--- config.mk ---
export PLATFORM = sky130hd
export DESIGN_NAME = audio_dac_serializer_flat
export DESIGN_NICKNAME = d
export VERILOG_FILES = /design/src/rtl/audio_dac_serializer_pkg.sv /design/src/rtl/audio_dac_serializer_if.sv /design/src/rtl/audio_dac_serializer_bclk_gen.sv /design/src/rtl/audio_dac_serializer.sv /design/src/flat_wrapper.sv
export SDC_FILE = /design/constraint.sdc
export NUM_CORES = 1
export LEC_CHECK = 0
export ABC_CLOCK_PERIOD_IN_PS = 6520
export BUFFER_PORTS_ARGS = -buffer_cell sky130_fd_sc_hd__buf_4
export CORE_MARGIN = 4
export CORE_UTILIZATION = 40
export DETAILED_ROUTE_END_ITERATION = 8
export PLACE_DENSITY = 0.62
export SLEW_MARGIN = 20
export SYNTH_ARGS = -nofsm -noshare
export SYNTH_HDL_FRONTEND = slang
export SYNTH_SLANG_ARGS = --single-unit
export TNS_END_PERCENT = 50
--- constraint.sdc ---
create_clock -name clock -period 6.52 [get_ports clock]
set_clock_uncertainty 0.05 [all_clocks]
set_input_delay 0.652 -clock clock [delete_from_list [all_inputs] [get_ports clock]]
set_output_delay 0.652 -clock clock [all_outputs]
set_load 0.01 [all_outputs]
--- src/rtl/audio_dac_serializer_pkg.sv ---
// Shared constants and sample type for the audio output path.
package audio_pkg;
  localparam int SAMPLE_W   = 16;
  localparam int SLOT_BITS  = 32;
  localparam int FRAME_BITS = 64;
  // bit_cnt bit that selects the channel (0 = left, 1 = right)
  localparam int CH_BIT     = $clog2(SLOT_BITS);

  typedef logic signed [SAMPLE_W-1:0] sample_t;
endpackage

--- src/rtl/audio_dac_serializer_if.sv ---
// Sample inputs and codec-side outputs of the DAC serializer.
interface audio_dac_serializer_if;
  import audio_pkg::*;

  sample_t left_in;
  sample_t right_in;
  logic    mute;
  logic    aud_bclk;
  logic    aud_daclrck;
  logic    aud_dacdat;
  logic    sample_tick;

  modport master (
    output left_in, right_in, mute,
    input  aud_bclk, aud_daclrck, aud_dacdat, sample_tick
  );

  modport slave (
    input  left_in, right_in, mute,
    output aud_bclk, aud_daclrck, aud_dacdat, sample_tick
  );
endinterface

--- src/rtl/audio_dac_serializer_bclk_gen.sv ---
// Divides the system clock down to the codec bit clock and flags each falling edge.
module audio_bclk_gen #(
  parameter int BCLK_HALF = 8
) (
  input  logic clock,
  input  logic reset,
  output logic aud_bclk,
  output logic fall_strobe
);
  localparam int DIV_W = (BCLK_HALF > 1) ? $clog2(BCLK_HALF) : 1;

  logic [DIV_W-1:0] div_cnt_reg;
  logic             bclk_reg;
  logic             wrap;

  assign wrap = (div_cnt_reg == DIV_W'(BCLK_HALF - 1));

  always_ff @(posedge clock) begin
    if (reset) begin
      div_cnt_reg <= '0;
      bclk_reg    <= 1'b0;
    end else if (wrap) begin
      div_cnt_reg <= '0;
      bclk_reg    <= ~bclk_reg;
    end else begin
      div_cnt_reg <= div_cnt_reg + 1'b1;
    end
  end

  // High in the cycle whose closing edge drives BCLK low, so the top can
  // update data on that same edge.
  assign fall_strobe = wrap & bclk_reg;
  assign aud_bclk    = bclk_reg;
endmodule

--- src/rtl/audio_dac_serializer.sv ---
// I2S serializer: latches one L/R pair per frame and shifts it MSB-first with a one-bit delay.
module audio_dac_serializer
  import audio_pkg::*;
#(
  parameter int BCLK_HALF = 8
) (
  input  logic                   clock,
  input  logic                   reset,
  audio_dac_serializer_if.slave  aud
);
  logic       fall_strobe;
  logic [5:0] bit_cnt_reg;
  logic [5:0] bit_cnt_next;
  sample_t    shadow_l_reg;
  sample_t    shadow_r_reg;
  sample_t    cur_shadow;
  logic       daclrck_reg;
  logic       dacdat_reg;
  logic       sample_tick_reg;
  logic [4:0] slot_pos;
  logic [3:0] shadow_idx;
  logic       dat_next;
  logic       latch;

  audio_bclk_gen #(
    .BCLK_HALF (BCLK_HALF)
  ) u_bclk_gen (
    .clock       (clock),
    .reset       (reset),
    .aud_bclk    (aud.aud_bclk),
    .fall_strobe (fall_strobe)
  );

  always_comb begin
    bit_cnt_next = bit_cnt_reg + 6'd1;
    slot_pos     = bit_cnt_next[4:0];
    shadow_idx   = 4'(5'(SAMPLE_W) - slot_pos);
    cur_shadow   = bit_cnt_next[CH_BIT] ? shadow_r_reg : shadow_l_reg;
    dat_next     = 1'b0;
    // Slot bit 0 is the I2S delay bit; bits past the sample word are padding.
    if (slot_pos >= 5'd1 && slot_pos <= 5'(SAMPLE_W))
      dat_next = cur_shadow[shadow_idx];
    latch = fall_strobe && (bit_cnt_reg == 6'(FRAME_BITS - 1));
  end

  always_ff @(posedge clock) begin
    if (reset) begin
      bit_cnt_reg     <= '0;
      shadow_l_reg    <= '0;
      shadow_r_reg    <= '0;
      daclrck_reg     <= 1'b0;
      dacdat_reg      <= 1'b0;
      sample_tick_reg <= 1'b0;
    end else begin
      sample_tick_reg <= latch;
      if (fall_strobe) begin
        bit_cnt_reg <= bit_cnt_next;
        daclrck_reg <= bit_cnt_next[CH_BIT];
        dacdat_reg  <= dat_next;
      end
      if (latch) begin
        shadow_l_reg <= aud.mute ? '0 : aud.left_in;
        shadow_r_reg <= aud.mute ? '0 : aud.right_in;
      end
    end
  end

  assign aud.aud_daclrck = daclrck_reg;
  assign aud.aud_dacdat  = dacdat_reg;
  assign aud.sample_tick = sample_tick_reg;
endmodule

--- src/flat_wrapper.sv ---
// flat-port wrapper written by rule: the top's interface ports become plain ports
module audio_dac_serializer_flat import audio_pkg::*;
#(
  parameter int BCLK_HALF = 8
)
  (clock, reset, aud_left_in, aud_right_in, aud_mute, aud_aud_bclk, aud_aud_daclrck, aud_aud_dacdat, aud_sample_tick);
  audio_dac_serializer_if aud_i ();
  input  logic clock;
  input  logic reset;
  input wire logic [$bits(aud_i.left_in)-1:0] aud_left_in;
  input wire logic [$bits(aud_i.right_in)-1:0] aud_right_in;
  input wire logic [$bits(aud_i.mute)-1:0] aud_mute;
  output wire logic [$bits(aud_i.aud_bclk)-1:0] aud_aud_bclk;
  output wire logic [$bits(aud_i.aud_daclrck)-1:0] aud_aud_daclrck;
  output wire logic [$bits(aud_i.aud_dacdat)-1:0] aud_aud_dacdat;
  output wire logic [$bits(aud_i.sample_tick)-1:0] aud_sample_tick;
  assign aud_i.left_in = aud_left_in;
  assign aud_i.right_in = aud_right_in;
  assign aud_i.mute = aud_mute;
  assign aud_aud_bclk = aud_i.aud_bclk;
  assign aud_aud_daclrck = aud_i.aud_daclrck;
  assign aud_aud_dacdat = aud_i.aud_dacdat;
  assign aud_sample_tick = aud_i.sample_tick;
  audio_dac_serializer #(.BCLK_HALF(BCLK_HALF)) u_core (.clock(clock), .reset(reset), .aud(aud_i));
endmodule
# ---- Yosys cells after proc, flatten, opt, wreduce, memory -nomap -nowiden
# Index checks and enable logic that the tools add are counted.
# Widths: inputs -> output; s select.
dict set report word_totals {
  regBits 45
  input_bits 35
  output_inout_bits 4
  word_cells 27
}
dict set report op_classes {
  n_addsub 3
  order_cmp 3
  n_eq_ne 2
  n_mux 6
  n_bitwise 2
  n_reduce_logical 3
}
# op count
set ops {}
lappend ops {{$mux 16} 3}
lappend ops {{$add 6x1->6 const B} 1}
lappend ops {{$eq 6x6->1 const B} 1}
lappend ops {{$ge 5x1->1 const B} 1}
lappend ops {{$le 5x5->1 const B} 1}
lappend ops {{$lt 4x5->1 const B} 1}
lappend ops {{$bmux 1 s4} 1}
lappend ops {{$sub 1x4->4 const A} 1}
lappend ops {{$add 3x1->3 const B} 1}
lappend ops {{$eq 3x3->1 const B} 1}
lappend ops {{$logic_and 1x1->1} 2}
lappend ops {{$mux 1} 2}
lappend ops {{$reduce_or 2->1} 1}
lappend ops {{$and 1x1->1} 1}
lappend ops {{$not 1->1} 1}

# ---- Depth between registers and ports, before layout
dict set report depth {
  ltp_word 5
  ltp_mapped 12
  depth_no_buf 9
}

# ---- Modules after synthesis
# Synthesis repeated with hierarchy kept, for this count alone.
dict set report unflattened {
  cells_unflattened 220
  hier_area_um2 2090.8
}
# mod instances cells_each area_each_um2 seq_area_each_um2
set by_module_without_submodules {}
lappend by_module_without_submodules {audio_dac_serializer 1 208 1945.6 800.8}
lappend by_module_without_submodules {audio_bclk_gen 1 12 145.1 80.1}

# ---- Worst setup path after synthesis
# OpenSTA, ideal clock, no wires.
dict set report synth_timing {
  kind {register to register}
  from {register u_core.bit_cnt_reg[0]}
  to {register u_core.dacdat_reg, in the netlist u_core.aud.aud_dacdat}
  arrival_time_ns 2.077
  setup_slack_ns 4.275
  path_stages_with_launch 11
  period_less_slack_ns 2.245
  cell_sequence {dfxtp_1 -> buf_2 -> inv_1 -> ha_1 -> buf_2 -> nand2b_1 -> clkbuf_1 -> o21ai_0 -> xor2_1 -> o211ai_1 -> o221a_1}
}
dict set report synth_between {
  elab_chain_cells 5
  word_cells_on_any_way 9
  cone_classes {add/sub: 2; order compare: 2; mux: 4; reduce/logical: 1}
}
# item line
set synth_rtl {}
lappend synth_rtl {{start, declared} audio_dac_serializer.sv:12} ;# logic [5:0] bit_cnt_reg;
lappend synth_rtl {{start signal, assigned} audio_dac_serializer.sv:57} ;# bit_cnt_reg <= bit_cnt_next;
lappend synth_rtl {{$add 6x1->6 (*)} audio_dac_serializer.sv:35} ;# bit_cnt_next = bit_cnt_reg + 6'd1;
lappend synth_rtl {{net u_core.bit_cnt_next[0]} audio_dac_serializer.sv:13} ;# logic [5:0] bit_cnt_next;
lappend synth_rtl {{$sub 1x4->4} audio_dac_serializer.sv:37} ;# shadow_idx = 4'(5'(SAMPLE_W) - slot_pos);
lappend synth_rtl {{$bmux 1 s4} audio_dac_serializer.sv:42} ;# dat_next = cur_shadow[shadow_idx];
lappend synth_rtl {{$mux 1 (not written as such)} audio_dac_serializer.sv:42}
lappend synth_rtl {{$mux 1 (*)} audio_dac_serializer.sv:41} ;# if (slot_pos >= 5'd1 && slot_pos <= 5'(SAMPLE_W))
lappend synth_rtl {{end signal, assigned} audio_dac_serializer.sv:59} ;# dacdat_reg <= dat_next;
lappend synth_rtl {{end, declared} audio_dac_serializer.sv:18} ;# logic dacdat_reg;
# Mark *: on every way through the listed nets, which the timed path passes. The rest lies on a longest branch. The select of a mux whose other input is x is not followed.
# A chain may end at the register's enable or synchronous reset.

# ---- Worst setup path in the final report
# Same ends and word-level chain as after synthesis.

==> flow_summary_export.csv <==
group,metric,value,unit
grt,grt_max_degree,33,
grt,grt_overflow,0,
hold_path,whs_path_depth,1,
yosys,synth_top_family_by_area,"compound AO/OA/AOI/OAI gates",
clocking,cts_tree,"built",
yosys,syn_inst,207,
final_layout,area_growth,20.9,%
yosys,yosys.area_share.simple,13.3,%
clocking,clk_pin_slew,90,ps
clocking,hold_buffers,0,
route,met3_length,252,µm
yosys,synth_xor_area_share,4.37,%
critical_path,critPathArrivalTime,2720,ps
route,drt_iter0_drc,114,
flow_run,cap_violations,0,
route,top_layer_used,"met4",
yosys,synthFlopType,"dfxtp_1",
route,dr.pass1.iters,4,
grt,grt_pass1_vias,1548,
critical_path,cp-start-kind,"register",
timing,tns,0,ps
timing,max_slew.worst_pin.slew,506,ps
hold_path,hp-class,"reg2reg",
floorplan,die_w,79.3,µm
grt,grt_pass1_wl,7.31,mm
placement,portBuffers,38,
timing,setup_viol,0,
route,wl_met2,1.97,mm
critical_path,cp.depth,9,
yosys,synth_seq_area_share,43.3,%
timing,finalHoldViolations,0,
timing,min_period,2520,ps
floorplan,die_height,79.3,µm
route,drtAntennaViolNets,0,
critical_path,endpoint_kind,"register",
power_and_ir_drop,power,497,µW
final_layout,fillers,484,
power_and_ir_drop,power_leakage,0.953,nW
run_status,outcome,"complete, no violations",
critical_path,critPathMaxFanout,10,
route,via_per_inst,5.37,
yosys,async_reset_ff_share,0,%
clocking,cts_setup_buffers,0,
yosys,synthDistinctLibCells,38,
critical_path,cp_top_family,"compound AO/OA/AOI/OAI gates",
yosys,synthAdderAreaFrac,2.46,%
yosys,syn_area,2030,µm²
yosys,muxShareOfSynthArea,7.32,%
timing,fin_crit_sh,38.7,%
yosys,synth_edf_count,0,
critical_path,worstPathCellList,"inv_1 -> ha_1 -> nand2b_1 -> o21ai_0 -> and3_1 -> o21ai_0 -> o21ai_0 -> o31ai_1 -> o221a_1",
route,route.vias.total,1637,
grt,grt_antenna_before_repair,0,
final_layout,diodes,0,
timing,rsz0062_at_grt,"false",
route,wl_per_cell,14.6,µm
final_layout,multi_input_comb_area,1070,µm²
yosys,synth-compound-area-share,24.6,%
route,wl_met1,2.19,mm
floorplan,io_pins,39,
clocking,cts_buffers,5,
final_layout,regArea,881,µm²
critical_path,path_common_cell,"o21ai_0",
yosys,synth_area_per_cell,9.82,µm²
critical_path,cp_slowest_cell,"dfxtp_1",
clocking,cts_max_path_buffers,2,
clocking,cts_num_sinks,44,
placement,place_congestion,0.837,
timing,slew-limit-headroom,66.1,%
clocking,cts-resized-gates,0,
power_and_ir_drop,powerDensity,202,nW/µm²
critical_path,cp.required,6710,ps
critical_path,path_class,"reg2reg",
timing,timing.fmax,0.396,GHz
clocking,htreeDepth,2,
yosys,yosysWarningCount,0,
power_and_ir_drop,vdd_drop_max,0.108,mV
final_layout,nets,276,
critical_path,reg2reg_depth,9,
yosys,syn_nets,246,
route,drc,0,
critical_path,max_stage_delay,540,ps
critical_path,crit_buf_inv,1,
route,routed_wl,4.45,mm
floorplan,rows,25,
clocking,root_buffer,"clkbuf_8",
floorplan,start_util,42.2,%
final_layout,drive_gt1_share,23.5,%
floorplan,die_area,6290,µm²
yosys,synth_seq_cells,44,
floorplan,core,4820,µm²
clocking,clkLatencyLatePin,290,ps
timing,slew_violations,0,
grt,grt_use_total,14.8,%
placement,dp.final_hpwl,3.21,mm
cells in the final DEF, fill, tap and decap left out, drive strengths merged:
| master | synthesis | final |
|---|---|---|
| o221ai | 1 | 1 |
| xnor2 | 6 | 6 |
| nor3b | 2 | 2 |
| a22o | 32 | 32 |
| o22ai | 2 | 2 |
| dfxtp | 44 | 44 |
| clkinv | 0 | 1 |
| or2 | 1 | 1 |
| a21oi | 9 | 9 |
| mux2i | 10 | 10 |
| o211ai | 6 | 6 |
| o221a | 1 | 1 |
| o21ai | 8 | 8 |
| o31ai | 2 | 2 |
| clkbuf | 6 | 6 |
| mux2 | 4 | 4 |
| a31oi | 4 | 4 |
| o311ai | 1 | 1 |
| nand3 | 8 | 8 |
| nand4 | 1 | 1 |
| nand2 | 10 | 10 |
| and3 | 1 | 1 |
| xor2 | 2 | 2 |
| buf | 12 | 41 |
| nor2 | 15 | 15 |
| a211oi | 1 | 1 |
| nor3 | 6 | 6 |
| ha | 4 | 4 |
| nand3b | 1 | 1 |
| bufinv | 0 | 1 |
| or3 | 3 | 3 |
| nand2b | 2 | 2 |
| inv | 2 | 2 |
where the power goes:
part	leakage [nW]	internal, mW	switching (mW)	total, mW
Sequential	0.355	0.270	0.000593	0.271
Combinational	0.543	0.0148	0.00868	0.0235
Clock	0.0552	0.114	0.0893	0.203
Total	0.953	0.399	0.0986	0.497
metal layers:
layer | up-vias | track usage (%)
li1 | 830 | -
met1 | 765 | 20.1
met2 | 38 | 22.2
met3 | 4 | 4.20
met4 | 0 | 5.15
met5 | - | 0
worst reg2reg max path, delay by kind of cell (launching register included):
kind | cells | cell delay [ps]
AOI/OAI and AO/OA | 5 | 780
adders and majority gates | 1 | 450
buffers and inverters | 1 | 150
DFF | 1 | 540
and+or+nand+nor | 2 | 510
cell families after synthesis:
| family | Yosys count |
|---|---|
| AND/OR/NAND/NOR | 50 |
| AO/OA/AOI/OAI | 67 |
| adder cells (fa/ha/maj) | 4 |
| XOR/XNOR | 8 |
| buffers and inverters | 20 |
| flip-flops | 44 |
| multiplexers | 14 |
per-stage QoR:
step / area (µm²) / hold slack [ps] / std cells / utilization [%] / worst slack (ps)
global placement: 2350 / 365 / 297 / 48.8 / 4110
CTS: 2460 / 385 / 305 / 51.0 / 4050
floorplan: 2030 / 354 / 207 / - / 4270
finish: 2460 / 377 / 305 / 51.0 / 4000
detailed placement: 2350 / 373 / 297 / 48.8 / 4060
global route: 2460 / 424 / 305 / 51.0 / 3720
final cells by class:
cell class | count | share of cell area [%]
clock buffer | 6 | 2.95
timing repair buffer | 41 | 12.5
multi-input combinational | 143 | 43.5
tap | 67 | 3.41
clock inverter | 2 | 1.43
sequential | 44 | 35.8
inverter | 2 | 0.305
synthesized netlist by cell type, types with 3 or more instances:
master	count	area share [%]
clkbuf_1	6	1.1
xnor2_1	5	2.2
o21ai_0	8	2.0
mux2i_1	10	4.9
a22o_1	32	14
nand3_1	7	1.7
ha_1	4	2.5
or3_1	3	0.92
buf_2	10	2.5
nand2_1	10	1.8
a21oi_1	9	2.2
nor3_1	5	1.2
nor2_1	14	2.6
o211ai_1	6	2.2
dfxtp_1	44	43
a31oi_1	4	1.2
worst paths after layout:
path / startpoint / endpoint / slack [ps]
worst max register to register: u_core.bit_cnt_reg[0] / u_core.aud.aud_dacdat / 4000
worst min register to register: u_core.u_bclk_gen.div_cnt_reg[0] / u_core.u_bclk_gen.div_cnt_reg[0] / 380
worst max-delay path: u_core.bit_cnt_reg[0] / u_core.aud.aud_dacdat / 4000
worst min-delay path: u_core.u_bclk_gen.div_cnt_reg[0] / u_core.u_bclk_gen.div_cnt_reg[0] / 380
No activity file was read; power rests on OpenSTA's default activity.
